==> src/rtl/bbc_clk_pkg.sv <==
// Shared clock-domain definitions for the 1 MHz stretch logic: FSM encoding
// and phase constants derived from the divider width.
package bbc_clk_pkg;

  typedef enum logic [1:0] {
    IDLE  = 2'd0,
    ALIGN = 2'd1,
    SYNC  = 2'd2
  } state_t;

  localparam int DIV_LOG2_DEFAULT  = 5;
  localparam int HALF_DEFAULT      = 1 << (DIV_LOG2_DEFAULT - 1);
  localparam int END_PHASE_DEFAULT = (1 << DIV_LOG2_DEFAULT) - 1;

  function automatic int half_phase(input int log2);
    return 1 << (log2 - 1);
  endfunction

  function automatic int end_phase(input int log2);
    return (1 << log2) - 1;
  endfunction

endpackage

==> src/rtl/bbc_phase_div.sv <==
// Free-running divider phase counter with a registered enable on the last
// clock of each 1 MHz period.
module bbc_phase_div
  import bbc_clk_pkg::*;
#(
  parameter int DIV_LOG2 = DIV_LOG2_DEFAULT
) (
  input  logic                i_clk,
  input  logic                i_rst,
  output logic [DIV_LOG2-1:0] o_phase,
  output logic [DIV_LOG2-1:0] o_phase_nxt,
  output logic                o_mhz1_clken
);

  localparam logic [DIV_LOG2-1:0] P_ONE = DIV_LOG2'(1);
  localparam logic [DIV_LOG2-1:0] P_END = DIV_LOG2'(end_phase(DIV_LOG2));

  logic [DIV_LOG2-1:0] r_phase;
  logic [DIV_LOG2-1:0] w_phase_nxt;
  logic                r_mhz1_clken;

  assign w_phase_nxt = r_phase + P_ONE;

  // Enable is registered from the next phase so it coincides with phase == END.
  always_ff @(posedge i_clk or posedge i_rst) begin
    if (i_rst) begin
      r_phase      <= '0;
      r_mhz1_clken <= 1'b0;
    end else begin
      r_phase      <= w_phase_nxt;
      r_mhz1_clken <= (w_phase_nxt == P_END);
    end
  end

  assign o_phase      = r_phase;
  assign o_phase_nxt  = w_phase_nxt;
  assign o_mhz1_clken = r_mhz1_clken;

endmodule

==> src/rtl/mhz1_stretch.sv <==
// 2 MHz CPU clock-enable generator that stretches cycles touching 1 MHz
// peripherals. Stretching is built only when MHZ1_STRETCH_EN is defined.
module mhz1_stretch
  import bbc_clk_pkg::*;
#(
  parameter int DIV_LOG2 = DIV_LOG2_DEFAULT
) (
  input  logic                CLOCK,
  input  logic                RESET,
  input  logic                mhz1_enable,
  output logic                cpu_clken,
  output logic                mhz1_clken,
  output logic                stall,
  output logic [DIV_LOG2-1:0] div_phase
);

  localparam logic [DIV_LOG2-1:0] P_END = DIV_LOG2'(end_phase(DIV_LOG2));

  logic [DIV_LOG2-1:0] w_phase_nxt;
  state_t              r_state;
  state_t              w_state_nxt;
  logic                r_cpu_clken;
  logic                w_clken_nxt;

  bbc_phase_div #(.DIV_LOG2(DIV_LOG2)) u_div (
    .i_clk        (CLOCK),
    .i_rst        (RESET),
    .o_phase      (div_phase),
    .o_phase_nxt  (w_phase_nxt),
    .o_mhz1_clken (mhz1_clken)
  );

`ifdef MHZ1_STRETCH_EN
  logic w_cyc_start;
  logic r_stall;

  assign w_cyc_start = (r_state == IDLE) && (div_phase[DIV_LOG2-2:0] == '0);

  // Enable is sampled only at IDLE cycle starts; the top phase bit says
  // whether the start is on the 1 MHz boundary (SYNC) or half-way (ALIGN).
  always_comb begin
    w_state_nxt = r_state;
    case (r_state)
      IDLE:    if (w_cyc_start && mhz1_enable)
                 w_state_nxt = div_phase[DIV_LOG2-1] ? ALIGN : SYNC;
      ALIGN:   if (div_phase == P_END) w_state_nxt = SYNC;
      SYNC:    if (div_phase == P_END) w_state_nxt = IDLE;
      default: w_state_nxt = IDLE;
    endcase
  end

  always_ff @(posedge CLOCK or posedge RESET) begin
    if (RESET) r_stall <= 1'b0;
    else       r_stall <= (w_state_nxt != IDLE);
  end

  assign stall = r_stall;
`else
  logic w_unused_en;

  assign w_unused_en = mhz1_enable;
  assign w_state_nxt = IDLE;
  assign stall       = 1'b0;
`endif

  // Half-period ends only complete a cycle in IDLE; a stretched cycle ends
  // solely at the close of SYNC.
  assign w_clken_nxt =
      ((w_state_nxt == IDLE) && (w_phase_nxt[DIV_LOG2-2:0] == '1)) ||
      ((w_state_nxt == SYNC) && (w_phase_nxt == P_END));

  always_ff @(posedge CLOCK or posedge RESET) begin
    if (RESET) begin
      r_state     <= IDLE;
      r_cpu_clken <= 1'b0;
    end else begin
      r_state     <= w_state_nxt;
      r_cpu_clken <= w_clken_nxt;
    end
  end

  assign cpu_clken = r_cpu_clken;

endmodule

==> config.mk <==
export PLATFORM = sky130hd
export DESIGN_NAME = mhz1_stretch
export DESIGN_NICKNAME = d
export VERILOG_FILES = /design/src/rtl/bbc_clk_pkg.sv /design/src/rtl/bbc_phase_div.sv /design/src/rtl/mhz1_stretch.sv
export SDC_FILE = /design/constraint.sdc
export NUM_CORES = 1
export LEC_CHECK = 0
export ABC_AREA = 1
export ABC_CLOCK_PERIOD_IN_PS = 2100
export CAP_MARGIN = 20
export CORE_AREA = 3 3 40 42
export CTS_CLUSTER_SIZE = 16
export DETAILED_ROUTE_END_ITERATION = 10
export DIE_AREA = 0 0 43 45
export SYNTH_ARGS = -nofsm -noshare
export SYNTH_HDL_FRONTEND = slang
export SYNTH_SLANG_ARGS = --single-unit
==> constraint.sdc <==
create_clock -name CLOCK -period 2.1 [get_ports CLOCK]
set_input_delay 0.42 -clock CLOCK [delete_from_list [all_inputs] [get_ports CLOCK]]
set_output_delay 0.42 -clock CLOCK [all_outputs]
set_load 0.01 [all_outputs]
==> results of run 1 <==
==> cells in the mapped netlist, drive strengths merged <==
library cell	count
inv	11
nand2	8
dfrtp	7
ha	2
nand3	2
nand4	2
nor2	2
buf	1
conb	1
==> worst max path at each step <==
stage	to	start	slack, ps	cells past startpoint
6_report	div_phase[2]	u_div.o_phase[2]	410	1
2_1_floorplan	cpu_clken	u_div.o_phase[0]	990	7
5_1_grt	div_phase[2]	u_div.o_phase[2]	340	1
3_5_place_dp	div_phase[2]	u_div.o_phase[2]	670	1
4_1_cts	div_phase[2]	u_div.o_phase[2]	400	1
3_3_place_gp	div_phase[2]	u_div.o_phase[2]	680	1
==> power by group through the flow <==
stage          Sequential (mW)  Clock (mW)  Combinational (mW)
6_report                 0.135       0.117             0.00517
5_1_grt                  0.135       0.126             0.00616
4_1_cts                  0.135       0.121             0.00538
3_5_place_dp             0.137           0             0.00538
3_3_place_gp             0.137           0             0.00538
2_1_floorplan            0.137           0             0.00428
==> flip-flops by register name (all words and copies together) (netlist names) <==
register / flops
cpu_clken: 1
u_div.o_phase: 5
u_div.o_mhz1_clken: 1
==> routing by layer <==
metal / vias to the layer above / wire length (µm) / GRT usage (%)
met1: 98 / 224 / 7.16
met3: 0 / 17 / 2.79
met4: 0 / 0 / 5.42
li1: 127 / - / -
met2: 5 / 260 / 8.68
met5: - / 0 / 0
==> per-stage QoR <==
step | total power, mW | instances | area (µm²) | hold WS [ps]
floorplan | 0.142 | 36 | 333 | 223
global placement | 0.143 | 58 | 424 | 524
detailed placement | 0.143 | 58 | 424 | 529
CTS | 0.261 | 62 | 450 | 405
global route | 0.267 | 62 | 450 | 429
finish | 0.258 | 62 | 450 | 398
==> cells by family after synthesis <==
kind of cell / count (synthesis) / share of synthesized area [%]
other: 1 / 1.13
AND/OR/NAND/NOR: 14 / 24.1
flip-flops: 7 / 52.6
buffers and inverters: 12 / 14.7
adder cells (fa/ha/maj): 2 / 7.52
==> layout make-up <==
type	instances	area share [%]
clock buffers	4	5.83
inverters	11	9.17
well taps	15	4.17
flip-flops and latches	7	38.9
multi-input cells	17	24.2
repair buffers	8	17.8
==> insert_results.sql, run 1 <==
INSERT INTO impl_metrics (metric_group, metric, value, unit) VALUES
('critical_path', 'worstReg2RegStart', 'u_div.o_phase[0]', ''),
('timing', 'period_share', '80.4', '%'),
('floorplan', 'initial_utilization', '25.9', '%'),
('cells_and_area', 'antenna_cells', '0', ''),
('clock_network', 'clock_latency', '240', 'ps'),
('power', 'pwr_density', '572', 'mW/mm²'),
('floorplan', 'rows', '13', ''),
('placed_design', 'gp_routability_congestion', '0.663', ''),
('run_status', 'run_status', 'complete, no violations', ''),
('clock_network', 'cts_setup_buffers', '0', ''),
('placed_design', 'buffers_on_ports', '8', ''),
('clock_network', 'cts_tree', 'yes', ''),
('synthesis', 'yosysTopAreaCellShare', '52.6', '%'),
('detailed_routing', 'detailedRoute.firstIterationViolations', '0', ''),
('placed_design', 'place.detailed.hpwl', '411', 'µm'),
('timing', 'finalMaxSlewViolations', '0', ''),
('synthesis', 'synth_top_area_cell', 'sky130_fd_sc_hd__dfrtp_1', ''),
('synthesis', 'yosysSeqAreaShare', '52.6', '%'),
('cells_and_area', 'ratio_of_cells_with_drive_above_1_in_the_final_layout', '21.3', '%'),
('clock_network', 'cts_hold_repair.buffers', '0', ''),
('floorplan', 'dieArea', '0.00194', 'mm²'),
('critical_path', 'ordered_list_of_cells_on_the_worst_path', 'clkdlybuf4s50_1', ''),
('detailed_routing', 'routed-via-count', '230', ''),
('cells_and_area', 'final_common_cell', 'sky130_fd_sc_hd__inv_1', ''),
('timing', 'unrepaired_setup_endpoints_after_global_routing', 'false', ''),
('critical_path', 'worst-setup-path-type', 'reg -> out', ''),
('synthesis', 'total_of_warnings_raised_by_yosys', '0', ''),
('critical_path', 'worstPathRequired', '1680', 'ps'),
('grt', 'first_pass_grt_wire_length', '855', 'µm'),
('cells_and_area', 'sequential_cell_area', '175', 'µm²'),
('timing', 'timing.final.ws_setup', '411', 'ps'),
('cells_and_area', 'nNetsFinal', '53', ''),
('timing', 'fin_tns_setup', '0', 'ps'),
('floorplan', 'ios', '11', ''),
('grt', 'grt_start_max_net_pins', '8', ''),
('power', 'clock_power_share', '45.5', '%'),
('critical_path', 'worstPathBufferInverterCount', '1', ''),
('power', 'sw_frac_of_total', '18.8', '%'),
('timing', 'fmax', '592', 'MHz'),
('critical_path', 'rr_endpoint', 'cpu_clken', ''),
('power', 'share_seq_of_total_power', '52.5', '%'),
('detailed_routing', 'drt-pass1-iter-count', '1', ''),
('synthesis', 'post_synthesis_instance_area', '333', 'µm²'),
('critical_path', 'r2r_setup_slk', '960', 'ps'),
('grt', 'globalRoute.totalOverflow', '0', ''),
('timing', 'final-hold-violation-count', '0', ''),
('synthesis', 'synthTopCellsByArea', 'sky130_fd_sc_hd__dfrtp_1, sky130_fd_sc_hd__inv_1, sky130_fd_sc_hd__ha_1, sky130_fd_sc_hd__nand2_2, sky130_fd_sc_hd__nand2_1', ''),
('power', 'ir_worst_vdd', '405', 'µV'),
('clock_network', 'clock_tree.root_cell', 'sky130_fd_sc_hd__clkbuf_4', ''),
('grt', 'first_global_vias', '210', ''),
('timing', 'final.setup_skew', '5.10', 'ps'),
('detailed_routing', 'final_ant_viol_nets', '0', ''),
('cells_and_area', 'highest_count_cells_in_the_layout_ignoring_fill_and_taps', 'sky130_fd_sc_hd__inv_1, sky130_fd_sc_hd__clkdlybuf4s50_1, sky130_fd_sc_hd__dfrtp_1', ''),
('critical_path', 'crit_path_max_fo', '7', ''),
('power', 'netsw', '0.0485', 'mW'),
('detailed_routing', 'detail_route.drc_violations', '0', ''),
('critical_path', 'timing.reg2reg.worst_path_depth', '7', ''),
('cells_and_area', 'multiInputGateArea', '109', 'µm²'),
('critical_path', 'critPathCaptureType', 'output port', ''),
('power', 'power.leakage', '0.243', 'nW'),
('synthesis', 'yosys.cell_types.count', '12', ''),
('critical_path', 'cpPeakStageDelay', '570', 'ps'),
('cells_and_area', 'area.growth.synth_to_final', '35.3', '%'),
('synthesis', 'post_synth.cell_area_avg', '9.24', 'µm²'),
('power', 'power.internal', '0.209', 'mW'),
('detailed_routing', 'route.detailed.vias_per_inst', '3.71', ''),
('cells_and_area', 'fillerInstances', '141', ''),
('clock_network', 'path_clk_slew', '50', 'ps'),
('critical_path', 'start_kind', 'flop', ''),
('detailed_routing', 'wl_per_cell', '8.11', 'µm'),
('critical_path', 'cpLargestDelayFamily', 'buffers and inverters', '');
Note: power is estimated with default switching activity, not from simulation.
==> run 2, diff against run 1 <==
Settings changed: ABC_CLOCK_PERIOD_IN_PS 2100 to 1500.
Clock period 2.1 ns to 1.5 ns, I/O delays scaled along.
==> run 2 against run 1 <==
  * Sequential share of layout area is 1.9 points lower
  * Utilization grew 1.8 points
  * Sequential cell count is the same
  * First-iteration DRC count rose by 2
  * Clock power increased by 38%
  * Count of clock-buffer cells in the layout did not move
  * Non-clock buffer count increased by 3
  * Largest cell class unchanged
  * Register-to-register slack got worse by 660 ps
  * Routed wire length rose by 5.0%
==> insert_results.sql, run 2 (synthesis results as in run 1) <==
INSERT INTO impl_metrics (metric_group, metric, value, unit) VALUES
('clock_network', 'cts_hold_repair.buffers', '0', ''),
('grt', 'globalRoute.totalOverflow', '0', ''),
('cells_and_area', 'multiInputGateArea', '109', 'µm²'),
('worst_hold_path', 'timing.hold.worst.class', 'in -> async', ''),
('critical_path', 'ordered_list_of_cells_on_the_worst_path', 'clkdlybuf4s50_1', ''),
('power', 'power.leakage', '0.262', 'nW'),
('floorplan', 'die-width', '43', 'µm'),
('detailed_routing', 'detail_route.drc_violations', '0', ''),
('detailed_routing', 'detailedRoute.firstIterationViolations', '2', ''),
('critical_path', 'worst-setup-path-type', 'reg -> out', ''),
('clock_network', 'clock_latency', '240', 'ps'),
('power', 'sw_frac_of_total', '18.4', '%'),
('placed_design', 'placed_area', '439', 'µm²'),
('placed_design', 'detailedPlace.worstSlack', '235', 'ps'),
('critical_path', 'worst_setup_path_end', 'div_phase[1]', ''),
('cells_and_area', 'sequential_cell_area', '175', 'µm²'),
('grt', 'groute.usage.overall', '6.87', '%'),
('clock_network', 'numCtsBuffers', '3', ''),
('clock_network', 'clk_path_buf_depth', '2', ''),
('critical_path', 'r2r_setup_slk', '300', 'ps'),
('grt', 'first_global_vias', '250', ''),
('timing', 'timing.final.ws_setup', '69.1', 'ps'),
('detailed_routing', 'route.detailed.vias_per_inst', '3.82', ''),
('cells_and_area', 'layout.cell_area.non_filler', '474', 'µm²'),
('flow_run', 'drv.max_cap_violation_count', '0', ''),
('critical_path', 'worstPathBufferInverterCount', '1', ''),
('cells_and_area', 'fin_cells', '65', ''),
('critical_path', 'timing_startpoint_of_the_critical_path', 'u_div.o_phase[1]', ''),
('timing', 'fin_tns_setup', '0', 'ps'),
('power', 'total_power', '0.359', 'mW'),
('cells_and_area', 'final_common_cell', 'sky130_fd_sc_hd__inv_1', ''),
('detailed_routing', 'total_wirelength', '528', 'µm'),
('timing', 'final-hold-violation-count', '0', ''),
('placed_design', 'gp_routability_congestion', '0.687', ''),
('critical_path', 'crit_path_max_fo', '2', ''),
('clock_network', 'path_clk_slew', '50', 'ps'),
('cells_and_area', 'finish.utilization', '36.9', '%'),
('cells_and_area', 'nNetsFinal', '56', ''),
('detailed_routing', 'drt-pass1-iter-count', '2', ''),
('detailed_routing', 'routed-via-count', '248', ''),
('cells_and_area', 'ratio_of_cells_with_drive_above_1_in_the_final_layout', '26.0', '%'),
('timing', 'setup_viol_count_final', '0', ''),
('cells_and_area', 'fillerInstances', '134', ''),
('clock_network', 'cts_num_sinks', '7', ''),
('timing', 'whs', '281', 'ps'),
('critical_path', 'cpMaxStageDelayCell', 'sky130_fd_sc_hd__clkdlybuf4s50_1', ''),
('floorplan', 'initial_utilization', '25.9', '%'),
('cells_and_area', 'largest_reg_flops', '5', ''),
('run_status', 'run_status', 'complete, no violations', ''),
('timing', 'finalMaxSlewViolations', '0', ''),
('power', 'clock_power_share', '45.2', '%'),
('clock_network', 'cts-htree-levels', '1', ''),
('floorplan', 'dieArea', '0.00194', 'mm²'),
('grt', 'first_pass_grt_wire_length', '910', 'µm'),
('timing', 'period_share', '95.4', '%'),
('floorplan', 'fp.dieH', '45', 'µm'),
('placed_design', 'place.detailed.hpwl', '432', 'µm'),
('critical_path', 'rr_endpoint', 'cpu_clken', ''),
('critical_path', 'critPathCaptureType', 'output port', ''),
('detailed_routing', 'wl_per_cell', '8.12', 'µm'),
('critical_path', 'worstPathArrival', '1130', 'ps'),
('power', 'pwr_density', '756', 'mW/mm²'),
('detailed_routing', 'final_ant_viol_nets', '0', ''),
('placed_design', 'buffers_on_ports', '8', ''),
('critical_path', 'worstPathRequired', '1200', 'ps'),
('timing', 'unrepaired_setup_endpoints_after_global_routing', 'false', ''),
('cells_and_area', 'area.growth.synth_to_final', '42.5', '%'),
('floorplan', 'core_area', '0.00128', 'mm²'),
('floorplan', 'rows', '13', ''),
('power', 'netsw', '0.0660', 'mW'),
('power', 'ir_worst_vdd', '347', 'µV'),
('power', 'power.internal', '0.293', 'mW'),
('cells_and_area', 'antenna_cells', '0', ''),
('critical_path', 'timing.reg2reg.worst_path_depth', '8', ''),
('critical_path', 'cpPeakStageDelay', '540', 'ps'),
('power', 'pwr-share-comb', '2.0', '%'),
('critical_path', 'start_kind', 'flop', ''),
('placed_design', 'post-place-cells', '60', ''),
('power', 'share_seq_of_total_power', '52.8', '%'),
('clock_network', 'clock_tree.root_cell', 'sky130_fd_sc_hd__clkbuf_4', ''),
('cells_and_area', 'highest_count_cells_in_the_layout_ignoring_fill_and_taps', 'sky130_fd_sc_hd__inv_1, sky130_fd_sc_hd__dfrtp_1, sky130_fd_sc_hd__clkdlybuf4s50_1', ''),
('timing', 'final.setup_skew', '0.321', 'ps'),
('grt', 'grt_start_max_net_pins', '8', ''),
('critical_path', 'worstReg2RegStart', 'u_div.o_phase[1]', ''),
('timing', 'layout_min_cycle_time', '1430', 'ps'),
('clock_network', 'cts_tree', 'yes', ''),
('critical_path', 'cp_num_cells', '1', ''),
('timing', 'fmax', '699', 'MHz'),
('floorplan', 'ios', '11', ''),
('critical_path', 'cpLargestDelayFamily', 'buffers and inverters', ''),
('grt', 'antenna_found_initial', '0', '');
-- run 2: layer usage --
metal | track usage [%] | up-vias | routed length [µm]
met3 | 1.20 | 0 | 14
met1 | 7.35 | 112 | 247
met2 | 10.2 | 5 | 266
met5 | 0 | - | 0
li1 | - | 131 | -
met4 | 9.04 | 0 | 0
-- run 2: worst min path at each step --
| stage | from | endpoint | depth (start not counted) |
|---|---|---|---|
| floorplan | RESET | cpu_clken | 1 |
| global placement | u_div.o_phase[0] | u_div.o_phase[0] | 1 |
| detailed placement | u_div.o_phase[0] | u_div.o_phase[0] | 1 |
| CTS | RESET | u_div.o_phase[2] | 2 |
| global route | RESET | u_div.o_phase[2] | 2 |
| finish | RESET | u_div.o_phase[4] | 2 |
-- run 2: timing repair --
item | 4_1_cts | 5_1_grt
resized for setup | 1 | 1
endpoints found under the setup margin | 2 | 1
setup buffers | 1 | 0
endpoints found under the hold margin | 0 | 0
-- run 2: power groups by stage --
stage	registers [mW]	clock network (mW)	logic, mW
global placement	0.192	0	0.00755
global route	0.189	0.186	0.00864
floorplan	0.192	0	0.00599
CTS	0.189	0.172	0.00765
finish	0.189	0.162	0.00720
detailed placement	0.192	0	0.00765
-- run 2: layout make-up --
class	instances	area share, %
repair buffers	11	21.9
inverters	11	8.71
well taps	15	3.96
clock buffers	4	5.54
multi-input cells	17	23.0
flip-flops and latches	7	36.9
